[config.mk]
export PLATFORM = sky130hd
export DESIGN_NAME = vending_machine_multi
export DESIGN_NICKNAME = d
export VERILOG_FILES = /design/src/rtl/vending_machine_multi.sv
export SDC_FILE = /design/constraint.sdc
export NUM_CORES = 1
export LEC_CHECK = 0
export BUFFER_PORTS_ARGS = -buffer_cell sky130_fd_sc_hd__buf_4
export CORE_UTILIZATION = 35
export CTS_CLUSTER_SIZE = 25
export DETAILED_ROUTE_END_ITERATION = 7
export PLACE_DENSITY_LB_ADDON = 0.25
export SYNTH_ARGS = -nofsm -noshare
export SYNTH_HDL_FRONTEND = slang
export SYNTH_SLANG_ARGS = --single-unit
[constraint.sdc]
create_clock -name clk -period 7.6 [get_ports clk]
set_clock_uncertainty 0.1 [all_clocks]
set_input_delay 0.38 -clock clk [delete_from_list [all_inputs] [get_ports clk]]
set_output_delay 0.38 -clock clk [all_outputs]
set_load 0.1 [all_outputs]
[src/rtl/vending_machine_multi.sv]
// ============================================================================
//  Module      : vending_machine_multi
//  Description : Multi-item vending controller with bounded Rs5/Rs10 credit,
//                per-item pricing and Rs5 change payout over valid/ready.
//  Revision    : 1.0 - initial release
// ============================================================================
`default_nettype none

module vending_machine_multi #(
    parameter int                     N_ITEMS    = 4,
    parameter int                     CREDIT_W   = 8,
    parameter logic [N_ITEMS*8-1:0]   PRICES     = {8'd25, 8'd20, 8'd15, 8'd15},
    parameter int                     MAX_CREDIT = 45,
    parameter int                     AUTO_VEND  = 0,
    localparam int                    SEL_W      = (N_ITEMS > 1) ? $clog2(N_ITEMS) : 1
) (
    input  logic                clk,
    input  logic                reset,
    input  logic [3:0]          COIN,
    input  logic [SEL_W-1:0]    SEL,
    input  logic                SEL_VALID,
    input  logic                CANCEL,
    input  logic                CHG_READY,
    output logic [N_ITEMS-1:0]  OPEN,
    output logic                CHANGE,
    output logic                CHG_VALID,
    output logic                REJECT,
    output logic [CREDIT_W-1:0] CREDIT,
    output logic                BUSY
);

    typedef enum logic [1:0] {
        S_IDLE    = 2'd0,
        S_COLLECT = 2'd1,
        S_VEND    = 2'd2,
        S_REFUND  = 2'd3
    } state_t;

    localparam logic [CREDIT_W:0]   C_MAX_EXT = (CREDIT_W + 1)'(MAX_CREDIT);
    localparam logic [CREDIT_W-1:0] C_COIN5   = CREDIT_W'(5);
    localparam logic [CREDIT_W-1:0] C_PRICE0  = CREDIT_W'(PRICES[7:0]);

    state_t               state_q, state_d;
    logic [CREDIT_W-1:0]  credit_q, credit_d;
    logic [N_ITEMS-1:0]   open_q, open_d;
    logic                 reject_q, reject_d;
    logic                 chg_valid_q, chg_valid_d;
    logic                 busy_q, busy_d;

    logic [CREDIT_W:0]    w_coin_sum;
    logic                 w_coin_legal;
    logic                 w_coin_ok;
    logic                 w_coin_rej;
    logic [CREDIT_W-1:0]  w_credit_n;
    logic [CREDIT_W-1:0]  w_sel_price;
    logic                 w_sel_in_range;
    logic                 w_auto;

    // Extra bit on the sum so an overflowing coin is caught rather than wrapped.
    assign w_coin_sum   = {1'b0, credit_q} + (CREDIT_W + 1)'(COIN);
    assign w_coin_legal = (COIN == 4'd5) || (COIN == 4'd10);
    assign w_coin_ok    = w_coin_legal && (w_coin_sum <= C_MAX_EXT);
    assign w_coin_rej   = (COIN != 4'd0) && !w_coin_ok;
    assign w_credit_n   = w_coin_ok ? w_coin_sum[CREDIT_W-1:0] : credit_q;
    assign w_auto       = (AUTO_VEND != 0) && (w_credit_n >= C_PRICE0);

    always_comb begin
        w_sel_price    = '0;
        w_sel_in_range = 1'b0;
        for (int i = 0; i < N_ITEMS; i++) begin
            if (SEL == SEL_W'(i)) begin
                w_sel_in_range = 1'b1;
                w_sel_price    = CREDIT_W'(PRICES[i*8 +: 8]);
            end
        end
    end

    always_comb begin
        state_d  = state_q;
        credit_d = credit_q;
        open_d   = '0;
        reject_d = 1'b0;

        case (state_q)
            S_IDLE, S_COLLECT: begin
                reject_d = w_coin_rej;
                credit_d = w_credit_n;
                state_d  = (w_credit_n != '0) ? S_COLLECT : S_IDLE;
                // Priority: cancel, then auto-vend, then explicit selection.
                if (CANCEL && (w_credit_n != '0)) begin
                    state_d = S_REFUND;
                end else if (w_auto) begin
                    open_d[0] = 1'b1;
                    credit_d  = w_credit_n - C_PRICE0;
                    state_d   = S_VEND;
                end else if (SEL_VALID) begin
                    if (w_sel_in_range && (w_credit_n >= w_sel_price)) begin
                        open_d   = N_ITEMS'(1) << SEL;
                        credit_d = w_credit_n - w_sel_price;
                        state_d  = S_VEND;
                    end else begin
                        reject_d = 1'b1;
                    end
                end
            end

            S_VEND: begin
                reject_d = (COIN != 4'd0);
                state_d  = (credit_q != '0) ? S_REFUND : S_IDLE;
            end

            S_REFUND: begin
                reject_d = (COIN != 4'd0);
                if (chg_valid_q && CHG_READY) begin
                    if (credit_q <= C_COIN5) begin
                        credit_d = '0;
                        state_d  = S_IDLE;
                    end else begin
                        credit_d = credit_q - C_COIN5;
                    end
                end
            end

            default: begin
                state_d  = S_IDLE;
                credit_d = '0;
            end
        endcase

        chg_valid_d = (state_d == S_REFUND);
        busy_d      = (state_d == S_VEND) || (state_d == S_REFUND);
    end

    always_ff @(posedge clk or negedge reset) begin
        if (!reset) begin
            state_q     <= S_IDLE;
            credit_q    <= '0;
            open_q      <= '0;
            reject_q    <= 1'b0;
            chg_valid_q <= 1'b0;
            busy_q      <= 1'b0;
        end else begin
            state_q     <= state_d;
            credit_q    <= credit_d;
            open_q      <= open_d;
            reject_q    <= reject_d;
            chg_valid_q <= chg_valid_d;
            busy_q      <= busy_d;
        end
    end

    assign OPEN      = open_q;
    assign REJECT    = reject_q;
    assign CREDIT    = credit_q;
    assign CHG_VALID = chg_valid_q;
    assign CHANGE    = chg_valid_q;
    assign BUSY      = busy_q;

endmodule

`default_nettype wire
==> results.ini <==
[yosys]
ys_types = 63
async_flop_share_pct = 100
synth_top_area_share_pct = 23.0
syn_area_per_cell_um2 = 8.27
synth-seq-area-share_pct = 23.0
synthFlopType = dfrtp_1
netlist_area_um2 = 1850
synth-seq-cells = 17
synth_top_cell_by_area = dfrtp_1
synth_edf_count = 0
syn_nets = 249
syn_inst = 224
synthTopCellsByArea = dfrtp_1 23%, ha_1 8.1%, nor2_1 3.6%
ys_warn_count = 0

[place]
gp_congestion = 0.868
preCtsSetupSlack_ns = 2.58
postPlaceCellArea_um2 = 2070
port_buffers = 26
hpwl_um = 4020

[cells_and_area]
nFillCells = 524
final_layout_size_suffix_gt1_share_pct = 18.9
postLayoutCellArea_um2 = 2130
antenna_cells = 0
area_growth_pct = 14.7
final_nets = 269

[grt]
first_global_vias = 1661
antenna_found_initial = 0
grt_pass1_wl_um = 8170
grt_use_total_pct = 19.3
grt_remaining_overflow = 0
grt_max_degree = 18

[timing]
fin_tns_setup_ns = 0
final.period_utilization_pct = 67.2
relSlewSlack_pct = 64.8
setup_violations = 0
whs_ns = 0.210
drv_slew = 0
clock.fmax_mhz = 196
hold_viol = 0
rsz0062_at_grt = no
period_needed_ns = 5.11
fin_ws_ns = 2.49
worstMarginPinSlew_ns = 0.528

[clock_network]
clk-insertion-delay-late_ns = 0.25
cts_tree = yes
cts_setup_buffers = 0
cts_resized = 0
cts_hold_buf = 1
clk_path_buf_depth = 2
cts-root-buf = clkbuf_8
cts.reportedPaths.clkPinSlew_ns = 0.06
cts_buffers = 3
cts-htree-levels = 1
cts_num_sinks = 17

[critical_path]
crit_required_ns = 7.67
path_class = reg -> reg
reg2reg_slack_ns = 2.49
arrival_ns = 5.18
critPathLaunchType = register
critPathCaptureType = register
cp_max_fo = 14

[die]
die_h_um = 74.8
io_pins = 27
initial_core_util_pct = 36.3
dieArea_um2 = 5590
core-area_um2 = 5110
rows = 26
chipWidth_um = 74.8

[drt]
wl_per_cell_um = 16.1
wl_met1_um = 2350
wl_met3_um = 250
drc = 0
postRouteAntennaNets = 0
wl_met2_um = 2290
wirelength_um = 5030
vias = 1775
avgViaCountPerCell = 5.67
firstDrtPassIters = 4
routed.top_layer = met4
first_iter_violations = 167

[hold_path]
holdCritPathClass = in -> reg

[outcome]
status = completed

[flow_run]
drv_cap = 0

## per-stage QoR
| step | util (%) | std cells |
|---|---|---|
| 6_report | 41.6 | 313 |
| 2_1_floorplan | - | 224 |
| 4_1_cts | 41.6 | 313 |
| 3_5_place_dp | 40.5 | 308 |
| 5_1_grt | 41.6 | 313 |
| 3_3_place_gp | 40.5 | 308 |
## layout make-up
class	count	area (um^2)	share of cell area (%)
inverter	15	56.3	2.65
multi-input combinational	180	1310	61.4
clock buffer	4	45.0	2.12
sequential	17	425	20.0
timing repair buffer	27	205	9.65
tap	70	87.6	4.12
## state kept, by name, indices dropped and copies added, names as in the netlist
register,cells
CREDIT,8
state_q,2
OPEN,4
REJECT,1
BUSY,1
CHANGE,1
## cell usage after synthesis, types with 4 or more instances
| cell type | n |
|---|---|
| nor2_1 | 18 |
| dfrtp_1 | 17 |
| inv_1 | 14 |
| nand2_1 | 14 |
| o21ai_0 | 13 |
| ha_1 | 12 |
| a21oi_1 | 11 |
| nand3_1 | 10 |
| clkbuf_1 | 7 |
| nor3_1 | 6 |
| xnor2_1 | 6 |
| a22oi_1 | 5 |
| o211ai_1 | 5 |
| mux2i_1 | 4 |
| nand4_1 | 4 |
| nor2b_1 | 4 |
| nor3b_1 | 4 |
| xor2_1 | 4 |
## cells in the final DEF (no fill, tap or decap), types with 5 or more instances in the layout
cell type	synthesis	routed
buf_4	3	26
nor2_1	18	18
dfrtp_1	17	17
inv_1	14	14
nand2_1	14	14
o21ai_0	13	13
ha_1	12	12
a21oi_1	11	11
nand3_1	10	10
xnor2_1	6	6
nor3_1	6	6
o211ai_1	5	5
a22oi_1	5	5
## metal layers
metal	up-vias	GRT usage (%)
li1	866	-
met1	827	26.4
met2	71	32.3
met3	11	1.07
met4	0	7.13
met5	-	0
## logic make-up after synthesis
| logic type | synth area share, % |
|---|---|
| muxes | 2.77 |
| xor gates and xnor gates | 5.60 |
| and+or+nand+nor | 25.8 |
| DFF | 23.0 |
| buffers and inverters | 6.55 |
| AOI/OAI and AO/OA | 26.1 |
| adders and majority gates | 10.3 |
## critical path: stages (launching register included)
cell and delay [ns]:
dfrtp_1 0.49, ha_1 0.26, inv_1 0.07, fa_1 0.39, nand2b_2 0.23, a211oi_4 0.25
xnor2_1 0.17, nand3_1 0.24, a21oi_4 0.33, mux2i_1 0.18, ha_1 0.26, fa_1 0.40
nor2b_1 0.12, o21ai_0 0.11, nand3b_1 0.10, a21oi_1 0.10, o211ai_1 0.13, nand3_1 0.40
or4_1 0.62, o211ai_1 0.09
## path summary, 6_finish.rpt
path                       startpoint    endpoint  cells past startpoint
min                            SEL[0]     OPEN[0]                      2
max                         CREDIT[0]   CREDIT[3]                     19
min reg2reg                state_q[0]  state_q[0]                      2
min in group asynchronous       reset      CHANGE                      2
max reg2reg                 CREDIT[0]   CREDIT[3]                     19
max in group asynchronous       reset     OPEN[0]                      2
Power is not shown: default switching activity piles up to over one toggle a cycle in this logic, so the estimate is an artifact.
